`src/rtl/sort_sequencer.sv`:
```
// In-place ascending bubble sort over a window of a shared data memory.
// One memory access per state so the port can be shared and stalled by mem_ready.
module sort_sequencer #(
    parameter int DATA_W = 32,
    parameter int ADDR_W = 8,
    parameter int LEN_W  = 9,
    parameter int CNT_W  = 16
) (
    input  logic              clk,
    input  logic              rst,
    input  logic              start,
    input  logic [ADDR_W-1:0] base_addr,
    input  logic [LEN_W-1:0]  len,
    output logic              busy,
    output logic              done,
    output logic [CNT_W-1:0]  swap_count,
    output logic              mem_req,
    output logic              mem_we,
    output logic [ADDR_W-1:0] mem_addr,
    output logic [DATA_W-1:0] mem_wdata,
    input  logic [DATA_W-1:0] mem_rdata,
    input  logic              mem_ready
);

    typedef enum logic [2:0] {
        IDLE, RD_A, RD_B, CMP, WR_A, WR_B, PASS_END, DONE
    } state_t;

    state_t            state_reg, state_next;
    logic [ADDR_W-1:0] base_reg, base_next;
    logic [LEN_W-1:0]  i_reg, i_next;
    logic [LEN_W-1:0]  limit_reg, limit_next;
    logic [DATA_W-1:0] a_reg, a_next;
    logic [DATA_W-1:0] b_reg, b_next;
    logic              swapped_reg, swapped_next;
    logic [CNT_W-1:0]  swap_count_reg, swap_count_next;

    logic [ADDR_W-1:0] addr_i;
    logic [ADDR_W-1:0] addr_i1;
    logic              pass_last;

    // Window addresses wrap modulo 2^ADDR_W by plain truncation.
    assign addr_i    = base_reg + i_reg[ADDR_W-1:0];
    assign addr_i1   = addr_i + ADDR_W'(1);
    // True when the pair at i is the last one of this pass.
    assign pass_last = (i_reg + LEN_W'(1)) >= limit_reg;

    always_ff @(posedge clk) begin
        if (!rst) begin
            state_reg      <= IDLE;
            base_reg       <= '0;
            i_reg          <= '0;
            limit_reg      <= '0;
            a_reg          <= '0;
            b_reg          <= '0;
            swapped_reg    <= 1'b0;
            swap_count_reg <= '0;
        end else begin
            state_reg      <= state_next;
            base_reg       <= base_next;
            i_reg          <= i_next;
            limit_reg      <= limit_next;
            a_reg          <= a_next;
            b_reg          <= b_next;
            swapped_reg    <= swapped_next;
            swap_count_reg <= swap_count_next;
        end
    end

    always_comb begin
        state_next      = state_reg;
        base_next       = base_reg;
        i_next          = i_reg;
        limit_next      = limit_reg;
        a_next          = a_reg;
        b_next          = b_reg;
        swapped_next    = swapped_reg;
        swap_count_next = swap_count_reg;
        mem_req         = 1'b0;
        mem_we          = 1'b0;
        mem_addr        = '0;
        mem_wdata       = '0;

        case (state_reg)
            IDLE: begin
                if (start) begin
                    base_next       = base_addr;
                    limit_next      = len - LEN_W'(1);
                    i_next          = '0;
                    swapped_next    = 1'b0;
                    swap_count_next = '0;
                    state_next      = (len <= LEN_W'(1)) ? DONE : RD_A;
                end
            end
            RD_A: begin
                mem_req  = 1'b1;
                mem_addr = addr_i;
                if (mem_ready) begin
                    a_next     = mem_rdata;
                    state_next = RD_B;
                end
            end
            RD_B: begin
                mem_req  = 1'b1;
                mem_addr = addr_i1;
                if (mem_ready) begin
                    b_next     = mem_rdata;
                    state_next = CMP;
                end
            end
            CMP: begin
                // Strict compare keeps equal elements in place, so the sort is stable.
                if (a_reg > b_reg) begin
                    state_next = WR_A;
                end else begin
                    i_next     = i_reg + LEN_W'(1);
                    state_next = pass_last ? PASS_END : RD_A;
                end
            end
            WR_A: begin
                mem_req   = 1'b1;
                mem_we    = 1'b1;
                mem_addr  = addr_i;
                mem_wdata = b_reg;
                if (mem_ready) begin
                    state_next = WR_B;
                end
            end
            WR_B: begin
                mem_req   = 1'b1;
                mem_we    = 1'b1;
                mem_addr  = addr_i1;
                mem_wdata = a_reg;
                if (mem_ready) begin
                    swapped_next = 1'b1;
                    if (swap_count_reg != '1) begin
                        swap_count_next = swap_count_reg + CNT_W'(1);
                    end
                    i_next     = i_reg + LEN_W'(1);
                    state_next = pass_last ? PASS_END : RD_A;
                end
            end
            PASS_END: begin
                if (!swapped_reg || (limit_reg == LEN_W'(1))) begin
                    state_next = DONE;
                end else begin
                    limit_next   = limit_reg - LEN_W'(1);
                    i_next       = '0;
                    swapped_next = 1'b0;
                    state_next   = RD_A;
                end
            end
            DONE: begin
                state_next = IDLE;
            end
            default: begin
                state_next = IDLE;
            end
        endcase
    end

    assign busy       = (state_reg != IDLE);
    assign done       = (state_reg == DONE);
    assign swap_count = swap_count_reg;

endmodule

```
`config.mk`:
```
export PLATFORM = sky130hd
export DESIGN_NAME = sort_sequencer
export DESIGN_NICKNAME = d
export VERILOG_FILES = /design/src/rtl/sort_sequencer.sv
export SDC_FILE = /design/constraint.sdc
export NUM_CORES = 1
export LEC_CHECK = 0
export CAP_MARGIN = 15
export CORE_ASPECT_RATIO = 1.25
export CORE_MARGIN = 2
export CORE_UTILIZATION = 40
export CTS_CLUSTER_DIAMETER = 40
export DETAILED_ROUTE_END_ITERATION = 16
export PLACE_DENSITY = 0.63
export SYNTH_ARGS = -nofsm -noshare
export SYNTH_HDL_FRONTEND = slang
export SYNTH_SLANG_ARGS = --single-unit
export TNS_END_PERCENT = 5
```
`constraint.sdc`:
```
create_clock -name clk -period 3.25 [get_ports clk]
set_input_delay 0.65 -clock clk [delete_from_list [all_inputs] [get_ports clk]]
set_output_delay 0.65 -clock clk [all_outputs]
set_load 0.1 [all_outputs]
```
==> impl_metrics.csv, run 1 <==
group,metric,value,unit
routing,drt-initial-drc-count,370,
placement,gp_congestion,0.867,
die,start_util,0.405,
routing,viasPerCell,5.29,
synth,synth.top_cell.area_share,0.314,
timing,fin_ws,-0.127,ns
die,dieArea,18600,um^2
critical_path,start_kind,"register",
hold_path,hp-class,"register to register",
global_route,track_usage,0.211,
clock_tree,numCtsBuffers,9,
critical_path,critPathRequiredTime,2.60,ns
critical_path,worstPathArrival,2.73,ns
die,num_rows,54,
clock_tree,hold_buffers,0,
synth,yosysWarnings,0,
routing,route.detailed.drc,0,
routing,num_vias,6696,
placement,placedCellCount,1247,
die,die_h,152,um
status,run_status,"finished, violations left",
timing,finalSetupViolCount,4,
synth,netlist_area,7010,um^2
routing,routed_wl,19200,um
pwr,powerDensity,659,nW/um^2
final_layout,n_fill_cell,1708,
timing,maxSlewHeadroom,0.570,
critical_path,critPathCaptureType,"output pin",
synth,synthCells,932,
synth,syn_area_per_cell,7.52,um^2
final_layout,antenna_cells,0,
timing,fin_worst_skew,0.0114,ns
clock_tree,clk_path_buf_depth,2,
global_route,grt_max_degree,38,
global_route,grt_pass1_wl,31800,um
timing,hold_viol_final,0,
placement,portBuffers,112,
pwr,ir_worst_vdd,370,uV
final_layout,nets,1146,
synth,synthesis.nets,1041,
synth,synthFlopType,"dfxtp_1",
critical_path,r2r_slack,0.41,ns
die,ios,113,
routing,dr.pass1.iters,5,
timing,rsz0062_at_grt,"true",
final_layout,area_delta_synth_final,31.8,%
synth,synthTopCellsByArea,"dfxtp_1, nand2_1, ha_1",
global_route,overflow,0,
timing,hold_ws,0.465,ns
final_layout,fin_area,9240,um^2
timing,fmax,296,MHz
routing,wl_per_cell,15.2,um
synth,async_flop_share,0,
synth,yosysTopAreaCell,"dfxtp_1",
critical_path,cp_max_fo,4,
clock_tree,root_buffer,"clkbuf_16",
timing,worstMarginPinSlew,0.640,ns
pwr,leakage,3.51,nW
clock_tree,h-tree-depth,3,
final_layout,drive_gt1_frac,0.143,
timing,report.final.slew_viol_count,0,
timing,fin_crit,3.38,ns
run,maxCapViolations,0,
critical_path,crit_type,"register to output pin",
clock_tree,clk-insertion-delay-late,0.36,ns
status,violations,"setup timing",
timing,period_share,1.04,
clock_tree,clk_pin_slew_worst_paths,0.07,ns
global_route,antenna_found_initial,0,
clock_tree,cts_tree,"yes",
die,die_x,122,um
final_layout,post_layout_nonfiller_instances,1266,
synth,seq_area_frac_synth,0.314,
synth,ys_ff_latch,110,
placement,dpl_cell_area,8820,um^2
die,core_area,17300,um^2
clock_tree,cts.sinks,110,
synth,ys_types,68,
global_route,grt_pass1_vias,6501,
routing,ant_nets,0,
synth,synth_edf_count,0,
placement,dp_hpwl,13700,um
## where the power goes
group | switching [mW] | internal, mW | total (mW)
combinational | 2.03 | 1.18 | 3.21
sequential | 0.203 | 1.53 | 1.73
clock | 0.532 | 0.624 | 1.16
total | 2.76 | 3.33 | 6.09
## cell usage after synthesis, drive strengths merged, types with 2 or more instances
library cell / number
o211a: 2
o22ai: 11
a221oi: 2
nand3b: 3
nand2: 190
o31ai: 2
nand2b: 6
clkbuf: 32
o32ai: 2
xnor2: 19
nand3: 23
inv: 58
a31oi: 3
and2: 6
a211oi: 6
or3: 2
o21ai: 29
xor2: 26
a21oi: 115
and4: 2
a32o: 3
buf: 15
o211ai: 9
nand4: 13
or3b: 3
a22oi: 4
nor2b: 4
mux2i: 32
ha: 55
o2111ai: 5
o21a: 3
or4: 2
dfxtp: 110
a21o: 4
and3: 8
nor3b: 2
nor4: 6
nor2: 85
nor3: 14
o21bai: 2
a41o: 2
o221a: 2
## stage by stage
stage	util	setup TNS (ns)	power (mW)	setup slack, ns
2_1_floorplan	-	-2.22	3.96	-0.433
3_3_place_gp	0.510	0	4.89	0.111
4_1_cts	0.531	-0.636	6.11	-0.185
5_1_grt	0.534	-0.825	6.49	-0.227
3_5_place_dp	0.510	0	4.90	0.0867
6_report	0.534	-0.383	6.09	-0.127
## cells by family after synthesis
group,share of synthesized area
flops,0.314
fa+ha+maj,0.101
mux,0.0473
buf+inv,0.0596
compound gates,0.185
simple gates,0.236
xor+xnor,0.0562
## final timing paths
kind                                      to  cells after the start         from
worst max-delay path             mem_addr[7]                     10     i_reg[0]
worst min-delay path             base_reg[4]                      2  base_reg[4]
worst max register to register  state_reg[0]                     11     i_reg[0]
worst min register to register   base_reg[4]                      2  base_reg[4]
## critical path: stages, from the launching register on
cell	delay [ns]
dfxtp_2	0.34
ha_4	0.17
fa_2	0.39
a21o_1	0.18
a21oi_2	0.16
xnor2_2	0.15
and3_4	0.24
nand4_1	0.12
xnor2_1	0.17
o221ai_2	0.23
buf_12	0.21
## repair_timing
item | 4_1_cts | 5_1_grt
endpoints found under the setup margin | 4 | 5
setup buffers | 2 | 1
pin swaps | 12 | 10
gates resized for setup | 11 | 10
gates cloned | 0 | 0
## cells in the final DEF, fill, tap and decap left out, types with 5 or more instances in the layout
| master | Yosys | routed |
|---|---|---|
| nand2b_1 | 5 | 5 |
| nand3_1 | 23 | 23 |
| xor2_1 | 26 | 25 |
| clkdlybuf4s50_1 | 0 | 52 |
| xnor2_1 | 19 | 17 |
| nor2_1 | 84 | 83 |
| o211ai_1 | 9 | 9 |
| and3_1 | 8 | 6 |
| buf_12 | 0 | 42 |
| o2111ai_1 | 5 | 5 |
| nand4_1 | 12 | 12 |
| and2_1 | 5 | 5 |
| nor3_1 | 12 | 10 |
| buf_4 | 1 | 47 |
| o21ai_0 | 27 | 25 |
| dfxtp_1 | 110 | 106 |
| inv_1 | 58 | 57 |
| mux2i_1 | 32 | 32 |
| ha_1 | 55 | 53 |
| o22ai_1 | 11 | 8 |
| clkbuf_16 | 0 | 9 |
| nand2_1 | 190 | 190 |
| a21oi_1 | 113 | 111 |
## metal layers
| layer | part of all wire | global-route usage | vias up |
|---|---|---|---|
| met3 | 0.031 | 0.0233 | 21 |
| li1 | - | - | 3412 |
| met1 | 0.43 | 0.264 | 3131 |
| met4 | 0.013 | 0.0640 | 0 |
| met2 | 0.53 | 0.375 | 132 |
| met5 | 0 | 0 | - |
## cell type report
type	instances	area, um^2	area share
clock inverter	6	68.8	0.00745
tap	224	280	0.0303
sequential	110	2210	0.239
inverter	58	218	0.0236
multi-input combinational	717	4510	0.488
clock buffer	10	239	0.0259
timing repair buffer	141	1710	0.185
(Power assumes the default switching activity.)
==> run 2: changes to the inputs <==
- clock period: 3.25 -> 3.6 ns (I/O delays scaled with it)
==> impl_metrics.csv, run 2 (synthesis results as in run 1) <==
group,metric,value,unit
status,run_status,"finished, final reports clean",
routing,routed_wl,18900,um
timing,fin_crit,3.51,ns
global_route,grt_max_degree,50,
pwr,leakage,3.32,nW
placement,dp_hpwl,13300,um
pwr,switchingPower,2.46,mW
run,maxCapViolations,0,
hold_path,hp-class,"register to register",
critical_path,critPathCaptureType,"output pin",
critical_path,cp_max_fo,5,
final_layout,n_fill_cell,1754,
pwr,ir_worst_vdd,270,uV
critical_path,crit_family,"simple AND/OR/NAND/NOR gates",
die,core_area,17300,um^2
timing,fin_worst_skew,0.00835,ns
timing,rsz0062_at_grt,"true",
clock_tree,clk_pin_slew_worst_paths,0.07,ns
die,num_rows,54,
clock_tree,cts_tree,"yes",
die,die_h,152,um
clock_tree,clk_path_buf_depth,2,
critical_path,critPathRequiredTime,2.88,ns
clock_tree,root_buffer,"clkbuf_16",
timing,period_share,0.976,
global_route,grt_pass1_vias,6258,
placement,portBuffers,112,
placement,placedCellCount,1238,
global_route,track_usage,0.202,
final_layout,multi_input_area,4510,um^2
pwr,powerDensity,605,nW/um^2
global_route,overflow,0,
critical_path,start_kind,"register",
routing,ant_nets,0,
routing,viasPerCell,5.24,
pwr,p_sw_frac,0.465,
critical_path,path_cells,"ha_4 -> fa_2 -> xor2_2 -> and3_1 -> and3_4 -> nand4_1 -> xnor2_1 -> o221ai_2 -> buf_12",
clock_tree,cts.sinks,110,
routing,wl_per_cell,15.0,um
critical_path,max_stage_delay,0.38,ns
routing,num_vias,6582,
final_layout,area_delta_synth_final,24.8,%
pwr,power_frac_clock,0.184,
critical_path,worstPathArrival,2.79,ns
final_layout,post_layout_nonfiller_instances,1257,
clock_tree,h-tree-depth,3,
timing,report.final.slew_viol_count,0,
pwr,p_comb_frac,0.515,
timing,fin_tns_setup,0,ns
timing,maxSlewHeadroom,0.329,
clock_tree,clk-insertion-delay-late,0.36,ns
die,dieArea,18600,um^2
pwr,power_frac_seq,0.301,
critical_path,crit_type,"register to output pin",
final_layout,layout_commonest_cell,"nand2_1",
final_layout,regArea,2210,um^2
routing,drt-initial-drc-count,336,
timing,worstMarginPinSlew,1.00,ns
final_layout,nets,1138,
critical_path,cp_slowest_cell,"fa_2",
timing,finalSetupViolCount,0,
global_route,grt_pass1_wl,30300,um
die,ios,113,
placement,gp_congestion,0.792,
final_layout,final_cell_mix,"nand2_1, a21oi_1, dfxtp_1, nor2_1, clkdlybuf4s50_1",
clock_tree,numCtsBuffers,9,
routing,dr.pass1.iters,5,
die,die_x,122,um
critical_path,r2r_slack,0.82,ns
timing,fmax,285,MHz
routing,route.detailed.drc,0,
critical_path,crit_buf_inv,1,
die,start_util,0.405,
final_layout,antenna_cells,0,
global_route,antenna_found_initial,0,
final_layout,drive_gt1_frac,0.118,
timing,hold_viol_final,0,
pwr,p_int,2.84,mW
-- run 2: worst reg2reg max path: cells and delay by family, from the launching register on --
kind / cells / cell delay [ns]
DFF: 1 / 0.46
AOI/OAI and AO/OA: 3 / 0.60
xor gates and xnor gates: 1 / 0.18
adders and majority gates: 1 / 0.23
and+or+nand+nor: 5 / 1.25
-- run 2: final cells by class --
class	count	share of cell area
Inverter	58	0.0249
Multi-Input combinational cell	717	0.515
Clock inverter	4	0.00343
Sequential cell	110	0.252
Tap cell	224	0.0320
Clock buffer	11	0.0277
Timing Repair Buffer	133	0.145
-- run 2: through the flow --
stage	power [mW]	instance area [um^2]	util	setup slack, ns	hold WS [ns]
2_1_floorplan	3.58	7030	-	-0.368	0.441
3_3_place_gp	4.29	8350	0.483	0.236	0.452
3_5_place_dp	4.30	8350	0.483	0.167	0.457
4_1_cts	5.30	8680	0.502	0.00906	0.467
5_1_grt	5.62	8750	0.506	-0.0447	0.488
6_report	5.30	8750	0.506	0.0854	0.464
-- run 2: timing repair --
action	4_1_cts	5_1_grt
buffers inserted	2	2
hold endpoints to repair	0	0
hold buffers	0	0
pin swaps	9	9
gates resized for setup	10	12
setup endpoints to repair	4	4
-- run 2: layer usage --
layer	vias up	track usage	routed length (um)
met4	0	0.0777	364
met1	3052	0.242	8150
met5	-	0	0
li1	3389	-	-
met2	118	0.365	9780
met3	23	0.0210	553
-- run 2: final timing paths --
| kind | from | to | cells past startpoint |
|---|---|---|---|
| setup / recovery | i_reg[0] | mem_addr[7] | 9 |
| hold / removal | base_reg[2] | base_reg[2] | 2 |
| setup reg to reg | i_reg[2] | state_reg[0] | 10 |
| hold reg to reg | base_reg[2] | base_reg[2] | 2 |
-- run 2: power groups by stage --
stage	Sequential, mW	Clock, mW	Combinational (mW)
4_1_cts	1.60	0.989	2.71
2_1_floorplan	1.51	0	2.06
3_5_place_dp	1.62	0	2.68
5_1_grt	1.63	1.03	2.96
6_report	1.60	0.973	2.73
3_3_place_gp	1.62	0	2.67
